**src/rtl/buf4_ptr_ctrl_pkg.sv**
```systemverilog
// rtl/buf4_ptr_ctrl_pkg.sv - shared sizing constants for the 4-entry buffer
//
// Purpose: single source of truth for buffer depth and pointer/count widths,
//          imported by buf4_regfile and buf4_ptr_ctrl.
// Ports:   none (package).
package buf4_ptr_ctrl_pkg;

  localparam int BUF_DEPTH    = 4;
  localparam int PTR_W        = 2;  // slot index width
  localparam int PSEUDO_PTR_W = 3;  // slot index plus lap bit
  localparam int COUNT_W      = 3;  // holds 0..4

endpackage : buf4_ptr_ctrl_pkg

```
**src/rtl/buf4_regfile.sv**
```systemverilog
// rtl/buf4_regfile.sv - 4-entry storage, one write port, one async read port
//
// Purpose: plain register array behind the pointer controller. Contents are
//          not reset; the controller only reads slots it has written.
// Ports:
//   i_clk    clock, writes on rising edge
//   i_we     write enable
//   i_waddr  write slot
//   i_wdata  write payload
//   i_raddr  read slot
//   o_rdata  combinational read of slot i_raddr
module buf4_regfile
  import buf4_ptr_ctrl_pkg::*;
#(
  parameter int DATA_W = 32,
  parameter int DEPTH  = BUF_DEPTH
) (
  input  logic              i_clk,
  input  logic              i_we,
  input  logic [PTR_W-1:0]  i_waddr,
  input  logic [DATA_W-1:0] i_wdata,
  input  logic [PTR_W-1:0]  i_raddr,
  output logic [DATA_W-1:0] o_rdata
);

  logic [DATA_W-1:0] r_mem [DEPTH];

  always_ff @(posedge i_clk) begin
    if (i_we) begin
      r_mem[i_waddr] <= i_wdata;
    end
  end

  assign o_rdata = r_mem[i_raddr];

endmodule : buf4_regfile

```
**src/rtl/buf4_ptr_ctrl.sv**
```systemverilog
// rtl/buf4_ptr_ctrl.sv - 4-entry FIFO buffer with lap-bit pseudo pointers
//
// Purpose: valid/ready buffer of four entries. Write and read pointers carry
//          an extra lap bit so full and empty are distinguishable; slot
//          addresses and the lap difference are exported to a ready-mask stage.
// Ports:
//   i_clk       clock
//   i_reset     synchronous active-high reset, overrides everything
//   i_flush     synchronous pointer clear, overrides same-cycle fires
//   i_wr_valid  producer offers i_wr_data
//   o_wr_ready  buffer can accept a write (not full)
//   i_wr_data   write payload
//   o_rd_valid  o_rd_data holds the oldest entry (not empty)
//   i_rd_ready  consumer takes o_rd_data
//   o_rd_data   oldest entry
//   o_w_addr    next write slot
//   o_r_addr    next read slot
//   o_round     write pointer is one lap ahead of read pointer
//   o_count     occupied entries 0..4
//   o_full      count == 4
//   o_empty     count == 0
module buf4_ptr_ctrl
  import buf4_ptr_ctrl_pkg::*;
#(
  parameter int DATA_W = 32,
  parameter int DEPTH  = 4
) (
  input  logic               i_clk,
  input  logic               i_reset,
  input  logic               i_flush,
  input  logic               i_wr_valid,
  output logic               o_wr_ready,
  input  logic [DATA_W-1:0]  i_wr_data,
  output logic               o_rd_valid,
  input  logic               i_rd_ready,
  output logic [DATA_W-1:0]  o_rd_data,
  output logic [PTR_W-1:0]   o_w_addr,
  output logic [PTR_W-1:0]   o_r_addr,
  output logic               o_round,
  output logic [COUNT_W-1:0] o_count,
  output logic               o_full,
  output logic               o_empty
);

  logic [PSEUDO_PTR_W-1:0] r_wp;
  logic [PSEUDO_PTR_W-1:0] r_rp;
  logic [COUNT_W-1:0]      w_count;
  logic                    w_full;
  logic                    w_empty;
  logic                    w_wr_fire;
  logic                    w_rd_fire;
  logic                    w_clear;

  // Modulo-8 difference of the lap-extended pointers is the occupancy; the
  // pointers never drift more than 4 apart, so it stays within 0..4.
  assign w_count   = r_wp - r_rp;
  assign w_full    = (w_count == COUNT_W'(BUF_DEPTH));
  assign w_empty   = (w_count == '0);

  // Write is gated by full alone, so a same-cycle read never lets a write
  // into a full buffer.
  assign w_wr_fire = i_wr_valid && !w_full;
  assign w_rd_fire = i_rd_ready && !w_empty;
  assign w_clear   = i_reset || i_flush;

  always_ff @(posedge i_clk) begin
    if (w_clear) begin
      r_wp <= '0;
      r_rp <= '0;
    end else begin
      if (w_wr_fire) begin
        r_wp <= r_wp + 1'b1;
      end
      if (w_rd_fire) begin
        r_rp <= r_rp + 1'b1;
      end
    end
  end

  buf4_regfile #(
    .DATA_W (DATA_W),
    .DEPTH  (DEPTH)
  ) u_regfile (
    .i_clk   (i_clk),
    .i_we    (w_wr_fire && !w_clear),
    .i_waddr (r_wp[PTR_W-1:0]),
    .i_wdata (i_wr_data),
    .i_raddr (r_rp[PTR_W-1:0]),
    .o_rdata (o_rd_data)
  );

  assign o_w_addr   = r_wp[PTR_W-1:0];
  assign o_r_addr   = r_rp[PTR_W-1:0];
  assign o_round    = r_wp[PSEUDO_PTR_W-1] ^ r_rp[PSEUDO_PTR_W-1];
  assign o_count    = w_count;
  assign o_full     = w_full;
  assign o_empty    = w_empty;
  assign o_wr_ready = !w_full;
  assign o_rd_valid = !w_empty;

endmodule : buf4_ptr_ctrl

```
**config.mk**
```make
export PLATFORM = sky130hd
export DESIGN_NAME = buf4_ptr_ctrl
export DESIGN_NICKNAME = d
export VERILOG_FILES = /design/src/rtl/buf4_ptr_ctrl_pkg.sv /design/src/rtl/buf4_regfile.sv /design/src/rtl/buf4_ptr_ctrl.sv
export SDC_FILE = /design/constraint.sdc
export NUM_CORES = 1
export LEC_CHECK = 0
export CAP_MARGIN = 20
export CORE_MARGIN = 2
export CORE_UTILIZATION = 40
export CTS_BUF_LIST = sky130_fd_sc_hd__clkbuf_4
export DETAILED_ROUTE_END_ITERATION = 12
export GPL_TIMING_DRIVEN = 0
export MAX_ROUTING_LAYER = met4
export PLACE_DENSITY = 0.71
export SLEW_MARGIN = 20
export SYNTH_ARGS = -nofsm -noshare
export SYNTH_HDL_FRONTEND = slang
export SYNTH_HIERARCHICAL = 1
export SYNTH_SLANG_ARGS = --single-unit
export TNS_END_PERCENT = 5
```
**constraint.sdc**
```tcl
create_clock -name i_clk -period 5.2 [get_ports i_clk]
set_clock_uncertainty 0.1 [all_clocks]
set_input_delay 0.78 -clock i_clk [delete_from_list [all_inputs] [get_ports i_clk]]
set_output_delay 0.78 -clock i_clk [all_outputs]
set_load 0.03 [all_outputs]
```
==> results of run 1 <==
## cell type report
class / count / area [µm²]
Fill cell: 1022 / 6050
Sequential cell: 134 / 3960
Multi-Input combinational cell: 69 / 1030
Timing Repair Buffer: 87 / 921
Tap cell: 172 / 215
Clock buffer: 21 / 158
Buffer: 11 / 116
Clock inverter: 11 / 85.1
Inverter: 7 / 26.3
## placed cells by master (no fill, tap or decap), types with 4 or more instances in the layout
master,n
edfxtp_1,128
clkbuf_4,21
mux2i_1,6
dfxtp_1,6
inv_1,6
clkinv_2,4
clkdlybuf4s50_1,80
nand2_1,10
buf_4,6
mux4_2,30
## path summary, 6_finish.rpt
path                                          endpoint  slack [ns]  cells past startpoint
worst max-delay path                            o_full        1.38                      8
worst max register to register  u_regfile/r_mem[0][16]        1.95                      9
worst min register to register                 r_rp[2]        0.42                      2
worst min-delay path                           r_rp[2]        0.42                      2
## worst max-delay path: stages (launching register included)
cell,delay [ns]
dfxtp_1,0.48
inv_1,0.10
ha_1,0.22
fa_1,0.37
xnor3_2,0.28
inv_2,0.11
nand3_1,0.11
inv_1,0.07
clkdlybuf4s50_1,0.66
## routing by layer
metal / global-route usage, % / share of wire (%) / wire, µm
met5: - / 0 / 0
met4: 8.39 / 2.6 / 227
met3: 4.89 / 5.3 / 460
met2: 23.6 / 53 / 4570
met1: 15.5 / 39 / 3390
## power breakdown
part           switching (W)  total, W  internal, W
registers         0.00000394   0.00120      0.00119
logic              0.0000815  0.000164    0.0000828
clock network       0.000345  0.000595     0.000250
total               0.000430   0.00196      0.00153
## through the flow
step	setup slack, ns	area, µm²	TNS [ns]
6_report	1.38	6520	0
3_5_place_dp	1.81	6270	0
3_3_place_gp	-1.63	6140	-52.19
5_1_grt	1.20	6520	0
2_1_floorplan	0.615	5130	0
4_1_cts	1.33	6520	0
## cells in the mapped netlist (3+ instances only)
cell type / n
buf_12: 3
buf_2: 3
buf_4: 4
dfxtp_1: 6
edfxtp_1: 128
ha_1: 3
inv_1: 6
mux2i_1: 6
mux4_2: 30
nand2_1: 10
## flip-flops by register name, indices dropped and copies added (netlist names)
signal	cells
r_wp	3
u_regfile/r_mem	128
r_rp	3
## kinds of logic after synthesis
kind of cell,after synthesis,synth area share [%]
DFF,134,77.3
muxes,38,15.4
and+or+nand+nor,21,2.15
buffers and inverters,18,2.78
AOI/OAI and AO/OA,4,0.634
adders and majority gates,4,1.12
xor gates and xnor gates,2,0.634
==> run metrics, run 1 <==
Leak Pwr=2.14 nW; Total Power=0.00196 W; clk sinks=134; PwrDens=300 nW/µm²; Mapped Cells=221; CP Max Fanout=8; H-tree depth=4; Post-route DRC=0; Max-slew headroom=57.8%; ant diodes=0; CP Data Required Time=4.32 ns; router iterations before antenna repair=4; Area Overhead vs Synth=27.1%; Post-synth EDFFs=128; Die ar.=13700 µm²; fin util=51.8%; hold_sp=r_rp[2]; maximum buffer depth of the clock tree=2; Non-Filler Instances=512; final setup fails=0; die span in y=117 µm; GRT overflow=0; Synth async-reset ratio=0%; number of vias per cell=4.85; total track usage=14.5%; Ys Warns=6; Syn Nets=262; crit path capture type=output pin; Synth area leaders=edfxtp_1 (75%), mux4_2 (13%), dfxtp_1 (2.3%); Final Max Slew Viols=0; hold crit path type=register to register; Setup crit start kind=register; RSZ-0062 raised after global routing=false; Routed Antenna Nets=0; worst slew pin tran=0.630 ns; synthesized cell area=5130 µm²; Core Region=12600 µm²; Initial Utilization=40.8%; first-pass GRT wire length=13.4 mm; Synth top area share=75.0%; FF+latch count, synth=134; critical setup path kind=register to output pin; CTS tree=yes; Max Freq=262 MHz; most area-hungry cell type in the Yosys netlist=edfxtp_1; IO Pins=81; crit path DAT=2.94 ns; Worst R2R Start=r_wp[0]; row count=41; Syn Area/Cell=23.2 µm²; Max rail drop VDD=0.154 mV; dpl cells=480; Synth Flop Type=edfxtp_1; HPWL after DPL=5.84 mm; final net count=368; clock buffer count from CTS=17; Hold Vio Cnt, Final=0; status=completed; die width=117 µm; final worst-path cycle share=73.4%; vias in the first global route=2614; worst skew pair latency=0.54 ns; # Max-Cap Violations=0; fraction of final layout cells sized beyond drive strength 1=25.0%; antenna violations before repair=0; final WL=8.65 mm; setup bufs post-CTS=0; GP Congestion=0.673; Distinct cells, synth=27; pin count of the biggest net entering global routing=21; root buffer cell=clkbuf_4; min Tclk post-route=3.82 ns; Seq/Total Area, Yosys=77.3%; wire per inst=16.9 µm; worst setup path startpoint=r_wp[0]; CTS hold repair buffers=0; Clk pin slew, worst setup/hold paths=0.11 ns; First DRT Iteration DRCs=115; PortBufs=80; hold slack final=0.417 ns; via count=2484; cts repair resizes=0
Note: power is estimated with default switching activity, not from simulation.
==> run 2: changes to the inputs <==
Clock period 5.2 ns to 3.6 ns, I/O delays scaled along.
==> run 2 against run 1 <==
  * Power grew 47%
  * Clock-buffer cell count decreased by 3
  * Combinational power is 46% higher
  * Die area did not move
  * Non-clock buffer count decreased by 1
  * Critical path type unchanged
==> run metrics, run 2 (synthesis gave the netlist of run 1 again) <==
clock buffer count from CTS=17; hold crit path type=register to register; final setup fails=0; H-tree depth=4; First DRT Iteration DRCs=140; HPWL after DPL=5.99 mm; CP Data Required Time=2.96 ns; GRT overflow=0; worst skew pair latency=0.51 ns; Register-to-Register Path Depth=8; hold slack final=0.429 ns; Worst R2R Start=r_wp[0]; ant diodes=0; Post-route DRC=0; crit path capture type=output pin; Setup crit start kind=register; Max-slew headroom=63.1%; CTS tree=yes; GP Congestion=0.741; largest stage delay on the critical path=0.68 ns; vias in the first global route=2603; pin count of the biggest net entering global routing=18; commonest non-fill, non-tap cell in the layout=edfxtp_1; PortBufs=80; root buffer cell=clkbuf_4; Hold EP=r_wp[0]; Final Max Slew Viols=0; final-layout fill cell count=1039; Die ar.=13700 µm²; min Tclk post-route=3.35 ns; Largest regs=u_regfile/r_mem (128), r_rp (3), r_wp (3); number of vias per cell=4.77; die width=117 µm; Max Freq=298 MHz; Hold Vio Cnt, Final=0; IO Pins=81; Reg area=3970 µm²; RSZ-0062 raised after global routing=false; row count=41; final WL=9.07 mm; RR Endpoint=u_regfile/r_mem[2][13]; worst slew pin tran=0.552 ns; router iterations before antenna repair=4; slowest CP cell=clkdlybuf4s50_1; Top reg by flops=u_regfile/r_mem; total track usage=14.8%; cells along the critical path=inv_1 > ha_1 > fa_1 > xnor3_2 > inv_2 > nand3_1 > clkdlybuf4s50_1; hold_sp=r_wp[0]; status=completed; Routed Antenna Nets=0; CP Max Fanout=8; Area Overhead vs Synth=27.6%; crit path DAT=2.71 ns; wire per inst=17.7 µm; multi-input logic area=1040 µm²; maximum buffer depth of the clock tree=2; # Max-Cap Violations=0; hold depth=2; first-pass GRT wire length=13.9 mm; critical setup path kind=register to output pin; max reg flops=128; final worst-path cycle share=93.2%; Total Power=0.00288 W; Initial Utilization=40.8%; Leak Pwr=2.15 nW; antenna violations before repair=0; clk sinks=134; Core Region=12600 µm²; reg2reg setup slack=0.66 ns; most frequent cells in the layout=edfxtp_1 (128), clkdlybuf4s50_1 (79), mux4_2 (30); fraction of final layout cells sized beyond drive strength 1=25.7%; setup bufs post-CTS=0; CTS hold repair buffers=0; via count=2438; Clk pin slew, worst setup/hold paths=0.12 ns; die span in y=117 µm; PwrDens=440 nW/µm²; fin util=52.1%; Max rail drop VDD=0.226 mV; final net count=367
-- run 2: changes by cell type in the layout (fill, tap and decap cells not counted), moves of 2 or more --
cell	before	now
buf_4	6	4
clkinvlp_4	2	5
clkbuf_4	21	18
clkinv_1	3	1
clkinv_2	4	2
inv_6	0	4
-- run 2: report_power, final --
part | internal, W | switching, W | total (W)
sequential | 0.00172 | 0.00000572 | 0.00173
combinational | 0.000120 | 0.000119 | 0.000239
clock | 0.000354 | 0.000558 | 0.000912
total | 0.00220 | 0.000683 | 0.00288
-- run 2: per-stage QoR --
step	setup TNS (ns)	setup slack, ns	area [µm²]	instances
floorplan	0	0.121	5130	221
detailed placement	0	0.545	6280	479
global placement	-51.07	-1.10	6150	473
finish	0	0.246	6540	511
global route	0	0.0616	6540	511
CTS	0	0.0659	6540	511
-- run 2: layout make-up --
| type | instances | share of cell area, % |
|---|---|---|
| buffer | 11 | 1.78 |
| inverter | 7 | 0.402 |
| clock buffer | 18 | 2.07 |
| sequential | 134 | 60.6 |
| clock inverter | 14 | 1.91 |
| multi-input combinational | 69 | 15.8 |
| tap | 172 | 3.29 |
| timing repair buffer | 86 | 14.1 |
-- run 2: repair_timing --
item,in CTS,in global routing
pin swaps,0,0
setup endpoints to repair,1,1
resized for setup,1,1
endpoints found under the hold margin,0,0
-- run 2: worst max-delay path: cells and delay by family, from the launching register on --
family	cells	cell delay [ns]
xor+xnor	1	0.28
fa+ha+maj	2	0.57
flops	1	0.43
buf+inv	3	0.83
simple gates	1	0.11
-- run 2: worst max path at each step --
stage / depth (start not counted) / slack [ns] / from / end
after floorplan: 7 / 0.12 / r_wp[0] / u_regfile/r_mem[0][0]
after global placement: 7 / -1.10 / r_wp[0] / u_regfile/r_mem[0][18]
after detailed placement: 8 / 0.55 / r_wp[0] / u_regfile/r_mem[3][15]
after CTS: 8 / 0.07 / r_wp[0] / o_full
after global routing: 7 / 0.06 / r_wp[0] / o_wr_ready
final: 7 / 0.25 / r_wp[0] / o_wr_ready
-- run 2: metal layers --
metal | up-vias | routed length [µm] | track usage (%)
li1 | 1129 | - | -
met1 | 1244 | 3990 | 17.5
met2 | 61 | 4610 | 24.0
met3 | 4 | 401 | 4.99
met4 | 0 | 65 | 4.94
met5 | - | 0 | -
==> run 3: changes to the inputs <==
Settings changed: SKIP_CTS_REPAIR_TIMING set to 1.
==> results of run 3 <==
Final layout, timing and power as in run 2 (identical DEF).
